**config.mk**
```make
export PLATFORM = sky130hd
export DESIGN_NAME = ram_burst_reader
export DESIGN_NICKNAME = d
export VERILOG_FILES = /design/src/rtl/ram_burst_reader_pkg.sv /design/src/rtl/ram_burst_reader_if.sv /design/src/rtl/ram_burst_reader_fifo.sv /design/src/rtl/ram_burst_reader.sv
export SDC_FILE = /design/constraint.sdc
export NUM_CORES = 1
export LEC_CHECK = 0
export CELL_PAD_IN_SITES_DETAIL_PLACEMENT = 1
export CELL_PAD_IN_SITES_GLOBAL_PLACEMENT = 2
export CORE_UTILIZATION = 30
export CTS_CLUSTER_SIZE = 10
export DETAILED_ROUTE_END_ITERATION = 7
export DONT_BUFFER_PORTS = 1
export PLACE_DENSITY = 0.6
export SYNTH_ARGS = -nofsm -noshare
export SYNTH_HDL_FRONTEND = slang
export SYNTH_SLANG_ARGS = --single-unit
```
**constraint.sdc**
```tcl
create_clock -name clk_i -period 2.15 [get_ports clk_i]
set_input_delay 0 -clock clk_i [delete_from_list [all_inputs] [get_ports clk_i]]
set_output_delay 0 -clock clk_i [all_outputs]
set_load 0.02 [all_outputs]
```
**src/rtl/ram_burst_reader_pkg.sv**
```systemverilog
// ---------------------------------------------------------------------------
// ram_reader_pkg
//   Shared types for the RAM burst reader.
//   rd_state_e : burst FSM state (IDLE waits for a command, RUN streams it).
// ---------------------------------------------------------------------------
package ram_reader_pkg;

  typedef enum logic {
    IDLE = 1'b0,
    RUN  = 1'b1
  } rd_state_e;

endpackage

```
**src/rtl/ram_burst_reader_if.sv**
```systemverilog
// ---------------------------------------------------------------------------
// ram_burst_reader_if
//   Valid/ready word stream with a last flag.
//   valid : word present        (producer -> consumer)
//   ready : consumer accepts    (consumer -> producer)
//   data  : word payload        (producer -> consumer)
//   last  : final word of burst (producer -> consumer), qualified by valid
//   master modport = producer side, slave modport = consumer side.
// ---------------------------------------------------------------------------
interface ram_burst_reader_if #(
  parameter int WORD_WIDTH = 32
) ();

  logic                  valid;
  logic                  ready;
  logic [WORD_WIDTH-1:0] data;
  logic                  last;

  modport master (output valid, output data, output last, input ready);
  modport slave  (input valid, input data, input last, output ready);

endinterface

```
**src/rtl/ram_burst_reader_fifo.sv**
```systemverilog
// ---------------------------------------------------------------------------
// ram_rd_fifo
//   Synchronous FIFO of {last, data} words feeding the output stream.
//   clk_i, rstn_i : clock, asynchronous active-low reset
//   push_i        : write push_data_i/push_last_i this cycle
//   push_data_i   : word to store
//   push_last_i   : last-of-burst tag for the word
//   m_if          : output stream (head of FIFO), pops on valid && ready
//   count_o       : current number of stored entries (0..FIFO_DEPTH)
//   The writer guarantees it never pushes into a full FIFO (credit scheme in
//   the parent), so push does not look at fullness.
// ---------------------------------------------------------------------------
module ram_rd_fifo #(
  parameter  int WORD_WIDTH = 32,
  parameter  int FIFO_DEPTH = 4,
  localparam int PTR_W      = $clog2(FIFO_DEPTH),
  localparam int CNT_W      = PTR_W + 1
) (
  input  logic                  clk_i,
  input  logic                  rstn_i,
  input  logic                  push_i,
  input  logic [WORD_WIDTH-1:0] push_data_i,
  input  logic                  push_last_i,
  ram_burst_reader_if.master    m_if,
  output logic [CNT_W-1:0]      count_o
);

  logic [WORD_WIDTH-1:0] data_mem [FIFO_DEPTH];
  logic                  last_mem [FIFO_DEPTH];
  logic [PTR_W-1:0]      wr_ptr_q;
  logic [PTR_W-1:0]      rd_ptr_q;
  logic [CNT_W-1:0]      count_q;
  logic                  pop;

  assign pop     = m_if.valid && m_if.ready;
  assign count_o = count_q;

  // Head word is forced to zero while empty so the stream reads 0 out of reset.
  assign m_if.valid = (count_q != '0);
  assign m_if.data  = m_if.valid ? data_mem[rd_ptr_q] : '0;
  assign m_if.last  = m_if.valid && last_mem[rd_ptr_q];

  always_ff @(posedge clk_i) begin
    if (push_i) begin
      data_mem[wr_ptr_q] <= push_data_i;
      last_mem[wr_ptr_q] <= push_last_i;
    end
  end

  always_ff @(posedge clk_i or negedge rstn_i) begin
    if (!rstn_i) begin
      wr_ptr_q <= '0;
      rd_ptr_q <= '0;
      count_q  <= '0;
    end else begin
      if (push_i) wr_ptr_q <= wr_ptr_q + PTR_W'(1);
      if (pop)    rd_ptr_q <= rd_ptr_q + PTR_W'(1);
      unique case ({push_i, pop})
        2'b10:   count_q <= count_q + CNT_W'(1);
        2'b01:   count_q <= count_q - CNT_W'(1);
        default: count_q <= count_q;
      endcase
    end
  end

  a_no_overflow: assert property (@(posedge clk_i) disable iff (!rstn_i)
    !(push_i && !pop && (count_q == CNT_W'(FIFO_DEPTH))));

  a_no_underflow: assert property (@(posedge clk_i) disable iff (!rstn_i)
    !(pop && (count_q == '0)));

endmodule

```
**src/rtl/ram_burst_reader.sv**
```systemverilog
// ---------------------------------------------------------------------------
// ram_burst_reader
//   Read master for a 1-cycle-latency RAM port without read enable. Accepts a
//   burst command (start address, length-1), walks the RAM addresses with
//   wrap-around and returns the words as a valid/ready stream with last flag.
//   clk_i, rstn_i : clock, asynchronous active-low reset
//   cmd_valid_i / cmd_ready_o / cmd_addr_i / cmd_len_i : burst command
//   ram_addr_o    : registered RAM read address
//   ram_data_i    : RAM read data for the previous cycle's address
//   m_valid_o / m_ready_i / m_data_o / m_last_o : output word stream
//   busy_o        : burst in progress
// ---------------------------------------------------------------------------
module ram_burst_reader
  import ram_reader_pkg::*;
#(
  parameter  int BYTE_WIDTH    = 8,
  parameter  int BYTES_IN_WORD = 4,
  parameter  int WORD_COUNT    = 256,
  parameter  int FIFO_DEPTH    = 4,
  localparam int ADDR_WIDTH    = $clog2(WORD_COUNT),
  localparam int WORD_WIDTH    = BYTE_WIDTH * BYTES_IN_WORD
) (
  input  logic                  clk_i,
  input  logic                  rstn_i,
  input  logic                  cmd_valid_i,
  output logic                  cmd_ready_o,
  input  logic [ADDR_WIDTH-1:0] cmd_addr_i,
  input  logic [ADDR_WIDTH-1:0] cmd_len_i,
  output logic [ADDR_WIDTH-1:0] ram_addr_o,
  input  logic [WORD_WIDTH-1:0] ram_data_i,
  output logic                  m_valid_o,
  input  logic                  m_ready_i,
  output logic [WORD_WIDTH-1:0] m_data_o,
  output logic                  m_last_o,
  output logic                  busy_o
);

  localparam int CNT_W = $clog2(FIFO_DEPTH) + 1;

  rd_state_e             state_q;
  logic                  cmd_ready_q;
  logic                  busy_q;
  logic [ADDR_WIDTH-1:0] ram_addr_q;
  logic [ADDR_WIDTH-1:0] next_addr_q;
  logic [ADDR_WIDTH:0]   left_q;        // words still to be issued
  logic                  pres_vld_q;    // an address is on ram_addr_o this cycle
  logic                  pres_last_q;
  logic                  data_vld_q;    // ram_data_i carries a requested word
  logic                  data_last_q;

  logic [CNT_W-1:0]      fifo_count;
  logic [CNT_W:0]        credit_used_d;
  logic                  cmd_hs_d;
  logic                  issue_d;
  logic                  last_hs_d;

  ram_burst_reader_if #(.WORD_WIDTH(WORD_WIDTH)) m_stream ();

  ram_rd_fifo #(
    .WORD_WIDTH (WORD_WIDTH),
    .FIFO_DEPTH (FIFO_DEPTH)
  ) u_fifo (
    .clk_i       (clk_i),
    .rstn_i      (rstn_i),
    .push_i      (data_vld_q),
    .push_data_i (ram_data_i),
    .push_last_i (data_last_q),
    .m_if        (m_stream),
    .count_o     (fifo_count)
  );

  assign m_stream.ready = m_ready_i;
  assign m_valid_o      = m_stream.valid;
  assign m_data_o       = m_stream.data;
  assign m_last_o       = m_stream.last;
  assign cmd_ready_o    = cmd_ready_q;
  assign busy_o         = busy_q;
  assign ram_addr_o     = ram_addr_q;

  // Every issued read owns a FIFO slot from issue until it is popped, so the
  // FIFO can never be pushed while full.
  assign credit_used_d = {1'b0, fifo_count}
                       + (CNT_W + 1)'(pres_vld_q)
                       + (CNT_W + 1)'(data_vld_q);

  assign cmd_hs_d  = cmd_valid_i && cmd_ready_q;
  assign issue_d   = (state_q == RUN) && (left_q != '0)
                  && (credit_used_d < (CNT_W + 1)'(FIFO_DEPTH));
  assign last_hs_d = m_valid_o && m_ready_i && m_last_o;

  always_ff @(posedge clk_i or negedge rstn_i) begin
    if (!rstn_i) begin
      state_q     <= IDLE;
      cmd_ready_q <= 1'b1;
      busy_q      <= 1'b0;
      ram_addr_q  <= '0;
      next_addr_q <= '0;
      left_q      <= '0;
      pres_vld_q  <= 1'b0;
      pres_last_q <= 1'b0;
      data_vld_q  <= 1'b0;
      data_last_q <= 1'b0;
    end else begin
      data_vld_q  <= pres_vld_q;
      data_last_q <= pres_last_q;
      pres_vld_q  <= 1'b0;
      pres_last_q <= 1'b0;
      unique case (state_q)
        IDLE: begin
          // The first word is issued on the handshake edge itself; the FIFO
          // is empty in IDLE so a credit is always available.
          if (cmd_hs_d) begin
            ram_addr_q  <= cmd_addr_i;
            next_addr_q <= cmd_addr_i + ADDR_WIDTH'(1);
            left_q      <= {1'b0, cmd_len_i};
            pres_vld_q  <= 1'b1;
            pres_last_q <= (cmd_len_i == '0);
            state_q     <= RUN;
            cmd_ready_q <= 1'b0;
            busy_q      <= 1'b1;
          end
        end
        RUN: begin
          if (issue_d) begin
            ram_addr_q  <= next_addr_q;
            next_addr_q <= next_addr_q + ADDR_WIDTH'(1);
            left_q      <= left_q - (ADDR_WIDTH + 1)'(1);
            pres_vld_q  <= 1'b1;
            pres_last_q <= (left_q == (ADDR_WIDTH + 1)'(1));
          end
          if (last_hs_d) begin
            state_q     <= IDLE;
            cmd_ready_q <= 1'b1;
            busy_q      <= 1'b0;
          end
        end
        default: state_q <= IDLE;
      endcase
    end
  end

  a_inputs_known: assert property (@(posedge clk_i) disable iff (!rstn_i)
    !$isunknown({cmd_valid_i, m_ready_i}));

  a_cmd_known: assert property (@(posedge clk_i) disable iff (!rstn_i)
    cmd_valid_i |-> !$isunknown({cmd_addr_i, cmd_len_i}));

  a_stall_stable: assert property (@(posedge clk_i) disable iff (!rstn_i)
    (m_valid_o && !m_ready_i) |=> (m_valid_o && $stable(m_data_o) && $stable(m_last_o)));

  a_done_clean: assert property (@(posedge clk_i) disable iff (!rstn_i)
    last_hs_d |=> (fifo_count == '0) && !pres_vld_q && !data_vld_q);

endmodule

```
After elaboration in Yosys (flattened, before gate mapping)
Memories as Yosys holds them, arrays and structs flattened.
Index checks and enable logic that the tools add are counted.
{"block": "word_totals", "n_memories": 2, "ramBits": 132, "inputBits": 52, "elab_cells": 71, "reg_bits": 39}
{"memory": "u_fifo.data_mem", "words": 4, "width": 32, "read_ports": 1, "rd_clocked_by_memory_dff": 0, "write_ports": 1, "line_no": "ram_burst_reader_fifo.sv:28", "text": "logic [WORD_WIDTH-1:0] data_mem [FIFO_DEPTH];"}
{"memory": "u_fifo.last_mem", "words": 4, "width": 1, "read_ports": 1, "rd_clocked_by_memory_dff": 0, "write_ports": 1, "line_no": "ram_burst_reader_fifo.sv:29", "text": "logic last_mem [FIFO_DEPTH];"}
{"block": "op_classes", "muxes": 27, "n_eq_ne": 6, "magnitude_cmp": 1, "reduce_logical": 12, "bitwise_logic": 1, "n_addsub": 9}
{"operator": "32-bit two-way mux", "count": 1}
{"operator": "8-bit two-way mux", "count": 4}
{"operator": "8-bit one-hot mux with 2 select lines", "count": 2}
{"operator": "9-bit two-way mux", "count": 2}
{"operator": "9-bit one-hot mux with 2 select lines", "count": 1}
{"operator": "8-bit by 1-bit adder with 8-bit output (second input constant)", "count": 2}
{"operator": "1-bit two-way mux", "count": 11}
{"operator": "1-bit one-hot mux with 2 select lines", "count": 5}
{"operator": "9-bit by 1-bit == test with 1-bit output (second input constant)", "count": 1}
{"operator": "9-bit nonzero test", "count": 1}
{"operator": "9-bit by 1-bit subtractor with 9-bit output (second input constant)", "count": 1}
{"operator": "8-bit zero test", "count": 1}
{"operator": "1-bit logical AND", "count": 6}
{"operator": "3-bit one-hot mux with 2 select lines", "count": 1}
{"operator": "2-bit by 1-bit adder with 2-bit output (second input constant)", "count": 2}
{"operator": "3-bit by 1-bit adder with 4-bit output", "count": 1}
{"operator": "4-bit by 1-bit adder with 4-bit output", "count": 1}
{"operator": "4-bit by 3-bit less-than comparator with 1-bit output (second input constant)", "count": 1}
{"operator": "2-bit by 1-bit != test with 1-bit output (second input constant)", "count": 2}
{"operator": "2-bit AND reduction", "count": 2}
{"operator": "3-bit by 1-bit adder with 3-bit output (second input constant)", "count": 1}
{"operator": "3-bit nonzero test", "count": 1}
{"operator": "3-bit by 1-bit subtractor with 3-bit output (second input constant)", "count": 1}
{"operator": "2-bit by 1-bit == test with 1-bit output (second input constant)", "count": 1}
{"operator": "4 further kinds", "count": 4}

Logic depth before layout (Yosys ltp)
{"block": "logic_depth", "depth_word": 6, "ltp_mapped": 10, "depth_no_buf": 8}

Cells and area by module
From an unflattened synthesis, not the netlist that was laid out.
{"block": "hier_totals", "hier_cells": 441, "hier_area_um2": 7224.4}
{"module": "ram_rd_fifo", "seq_area_each_um2": 4139.0, "area_each_um2": 5435.2, "n_inst": 1, "cells_each": 246}
{"module": "ram_burst_reader", "seq_area_each_um2": 802.0, "area_each_um2": 1789.2, "n_inst": 1, "cells_each": 195}

Worst setup path before layout
OpenSTA, ideal clock, no wires.
{"block": "synth_path", "path_kind": "register to register", "from": "reg data_vld_q", "to": "reg ram_addr_q[1], in the netlist ram_addr_o[1]", "n_path_buf": 1, "arrival_ns": 1.971, "required_time_ns": 2.025, "stages_incl_launch_ff": 8, "path_slack_ns": 0.054, "setup_time_ns": 0.125, "cell_sequence": "dfrtp_1 > ha_1 > a21o_1 > a211oi_2 > a21oi_4 > inv_2 > buf_6 > mux2_4"}
{"block": "synth_between", "elab_chain_len": 5}
{"element": "from (decl)", "line_no": "ram_burst_reader.sv:48", "text": "logic data_vld_q;"}
{"element": "from (signal assigned)", "line_no": "ram_burst_reader.sv:104", "text": "data_vld_q <= pres_vld_q;"}
{"element": "4-bit by 1-bit adder with 4-bit output", "line_no": "ram_burst_reader.sv:84", "text": "+ (CNT_W + 1)'(data_vld_q);"}
{"element": "4-bit by 3-bit less-than comparator with 1-bit output", "line_no": "ram_burst_reader.sv:88", "text": "&& (credit_used_d < (CNT_W + 1)'(FIFO_DEPTH));"}
{"element": "1-bit logical AND", "line_no": "ram_burst_reader.sv:88"}
{"element": "2-bit by 1-bit != test with 1-bit output (no source line)"}
{"element": "2-bit AND reduction (no source line)"}
{"element": "to (signal assigned)", "line_no": "ram_burst_reader.sv:113", "text": "ram_addr_q <= cmd_addr_i;"}
{"element": "to (signal assigned)", "line_no": "ram_burst_reader.sv:125", "text": "ram_addr_q <= next_addr_q;"}
{"element": "to (decl)", "line_no": "ram_burst_reader.sv:43", "text": "logic [ADDR_WIDTH-1:0] ram_addr_q;"}
No other way between the ends.
A chain may end at the register's enable or synchronous reset.

Worst setup path after layout
{"block": "layout_path", "from": "reg u_fifo.count_q[0], in the netlist u_fifo.count_o[0]", "to": "reg u_fifo.count_q[2], in the netlist u_fifo.count_o[2]"}
{"block": "layout_between", "elab_chain_len": 4, "elab_cells_between_ends": 8, "classes_between": "2 x add/sub; 2 x eq/ne; 1 x mux; 3 x reduce/logical"}
{"element": "from (decl)", "line_no": "ram_burst_reader_fifo.sv:32", "text": "logic [CNT_W-1:0] count_q;"}
{"element": "from (signal assigned)", "line_no": "ram_burst_reader_fifo.sv:59", "text": "2'b10: count_q <= count_q + CNT_W'(1);"}
{"element": "from (signal assigned)", "line_no": "ram_burst_reader_fifo.sv:60", "text": "2'b01: count_q <= count_q - CNT_W'(1);"}
{"element": "from (signal assigned)", "line_no": "ram_burst_reader_fifo.sv:61", "text": "default: count_q <= count_q;"}
{"element": "branches (longest 4 deep; another with 3-bit by 1-bit subtractor with 3-bit output)"}
Parallel ways; which one is timed is not known.

==> qor.csv <==
metric;value;unit
final_common_cell;edfxtp_1;
ir_drop;0.585;mV
period_minus_slack;2.01;ns
die_y;157;um
m1WireLength;6860;um
start_util;30.6;%
worstSetupPathType;reg -> reg;
first_pass_iters;7;
grt_pass1_vias;4528;
nFillCells;2384;
fin_skew;0.0164;ns
timing.rr.end;u_fifo.count_o[2]$_DFFE_PN0P_;
wl_per_cell;19.0;um
io_buffers;0;
slowest_stage;dfrtp_1;
max_freq;0.496;GHz
rsz0062_at_grt;no;
ys.flop_type;edfxtp_1;
postRouteAntennaNets;0;
path_clk_slew;0.08;ns
vias;4010;
top_layer_used;met4;
pin_count;96;
grt_max_degree;40;
fin_nets;576;
crit_path_start;u_fifo.count_o[0]$_DFFE_PN0P_;
gr-usage-all-layers;13.9;%
gp_congestion;0.763;
place_area;7700;sq um
crit_cells;9;
r2r_cells;9;
max_slew_margin;65.0;%
rows;56;
via_per_inst;4.74;
end_kind;register;
final_layout_size_suffix_gt1_share;20.5;%
path_buf_inv;2;
cp_data_arrival_time;2.31;ns
seq_area_frac_synth;68.9;%
crit_chain;buf_4 -> or3_1 -> and2_4 -> ha_2 -> inv_1 -> fa_1 -> xor2_1 -> nor2_1 -> xor2_1;
remaining_drc_errors;0;
max_stage_delay;0.39;ns
synth_top_area_share;55.3;%
cts_sinks;171;
numCtsBuffers;17;
dr_wl_met3;843;um
cts_setup_buffers;0;
r2r_slack;0.14;ns
dp_hpwl;10100;um
cap_violations;0;
dp_slack;0.0581;ns
final_cell_mix;132 x edfxtp_1, 51 x dlygate4sd3_1, 36 x dfrtp_1;
final_util;37.8;%
cp-endpoint;u_fifo.count_o[2]$_DFFE_PN0P_;
path_common_cell;xor2_1;
antenna_found_initial;1;
syn-cell-area;7170;sq um
grt_pass1_wl;25000;um
synth_cells;440;
worstPathMaxFanout;4;
die-area;24500;sq um
ys_warn_count;0;
core_area;23500;sq um
ys_ff_latch;171;
synth_enable_flop_cells;132;
ys_types;48;
synth_nets;503;
start_kind;register;
required;2.45;ns
dr_wl_met2;8200;um
status;completed;
htree_levels;4;
clock_latency;0.43;ns
overflow;0;
tns;0;ns
hold_viol;0;
final_area;8860;sq um
drv_slew;0;
worstReg2RegStart;u_fifo.count_o[0]$_DFFE_PN0P_;
async_flop_share;22.8;%
p_leak;0.00313;uW
cts_root_buffer;clkbuf_16;
cts_tree;yes;
critical_path.top_delay_family;simple AND/OR/NAND/NOR gates;
synth_area_leader_cell;edfxtp_1;
syn_to_final_growth;23.6;%
setup_viol;0;
fp.dieW;157;um
drt-total-wl;16100;um
finalCritPeriodShare;93.7;%
ys_top_cells_by_area;edfxtp_1 55%, dfrtp_1 13%, mux4_2 10%;
avgSynthCellArea;16.3;sq um
clock_path_buffers;2;
power.density;1480;nW/um^2
fin_ws;0.136;ns
worstMarginPinSlew;0.521;ns
drtIter0Drc;195;
hold_class;in -> async;
cells in the mapped netlist, types with 2 or more instances:
cell type and instances:
a21o_1 2, a21oi_1 10, a22oi_1 3, and2_1 39, buf_1 2, buf_2 6
buf_6 2, clkbuf_1 12, dfrtp_1 38, edfxtp_1 132, ha_1 10, inv_1 9
inv_2 2, mux2_2 2, mux2i_1 6, mux4_2 33, nand2_1 23, nand2b_1 2
nand3_1 9, nand3b_1 3, nand4_1 8, nand4b_1 3, nor2_1 19, nor3_1 8
nor4_1 2, o211ai_1 2, o21ai_0 14, o22ai_1 6, o32ai_1 5, xnor2_1 2
xor2_1 9
cell families (layout without fill, tap and decap cells):
| family | Yosys count | in the layout | synth area share (%) |
|---|---|---|---|
| AO/OA/AOI/OAI | 50 | 50 | 4.62 |
| other | 0 | 1 | 0 |
| XOR/XNOR | 11 | 11 | 1.34 |
| flip-flops | 171 | 171 | 68.9 |
| buffers and inverters | 33 | 119 | 2.04 |
| AND/OR/NAND/NOR | 122 | 122 | 9.35 |
| multiplexers | 42 | 42 | 11.7 |
| adder cells (fa/ha/maj) | 11 | 11 | 2.02 |
final cells by class:
cell class,count,area (sq um),area share [%]
Timing Repair Buffer,76,768,8.67
Tap cell,319,399,4.50
Antenna cell,1,2.50,0.0282
Inverter,11,43.8,0.494
Sequential cell,171,4940,55.8
Clock inverter,14,175,1.98
Multi-Input combinational cell,236,2100,23.7
Clock buffer,18,429,4.84
worst min-delay path by stage:
stage                              from                         end  slack [ns]  cells after the start
after floorplan                  rstn_i          busy_o$_DFFE_PN0P_       -0.30                      0
after global placement           rstn_i   ram_addr_o[0]$_DFFE_PN0P_       -0.29                      0
after detailed placement         rstn_i   ram_addr_o[1]$_DFFE_PN0P_       -0.29                      0
after CTS                 cmd_addr_i[4]  next_addr_q[6]$_DFFE_PN0P_       0.002                      4
after global routing             rstn_i          busy_o$_DFFE_PN0P_        0.04                      2
final                            rstn_i          busy_o$_DFFE_PN0P_        0.03                      2
report_power, final:
group	leakage (uW)	switching, uW	total, uW	internal, uW
Combinational	0.00115	2890	4870	1980
Clock	0.000297	1390	3150	1770
Sequential	0.00168	562	5060	4500
Total	0.00313	4840	13100	8240
repair_timing:
item	CTS	global route
hold buffers	52	0
setup endpoints to repair	0	30
resized for setup	0	8
hold endpoints to repair	196	0
registers in the layout (all words and copies together), names as in the netlist, 2 cells and up:
| register | count |
|---|---|
| u_fifo.wr_ptr_q | 2 |
| u_fifo.rd_ptr_q | 2 |
| ram_addr_o | 8 |
| u_fifo.data_mem | 128 |
| left_q | 9 |
| u_fifo.last_mem | 4 |
| u_fifo.count_o | 3 |
| next_addr_q | 8 |
layer usage:
layer	vias up	GRT usage, %
met2	91	24.4
met1	2071	16.0
met5	-	0
met4	0	4.90
met3	16	4.02
li1	1832	-
per-stage QoR:
stage / hold WS, ns / cells / power, uW
final: 0.0324 / 846 / 13100
after global routing: 0.0364 / 846 / 13900
after CTS: 0.00168 / 845 / 13300
after detailed placement: -0.295 / 761 / 9950
after global placement: -0.294 / 761 / 9840
after floorplan: -0.296 / 440 / 8620
Note: power is estimated with default switching activity, not from simulation.
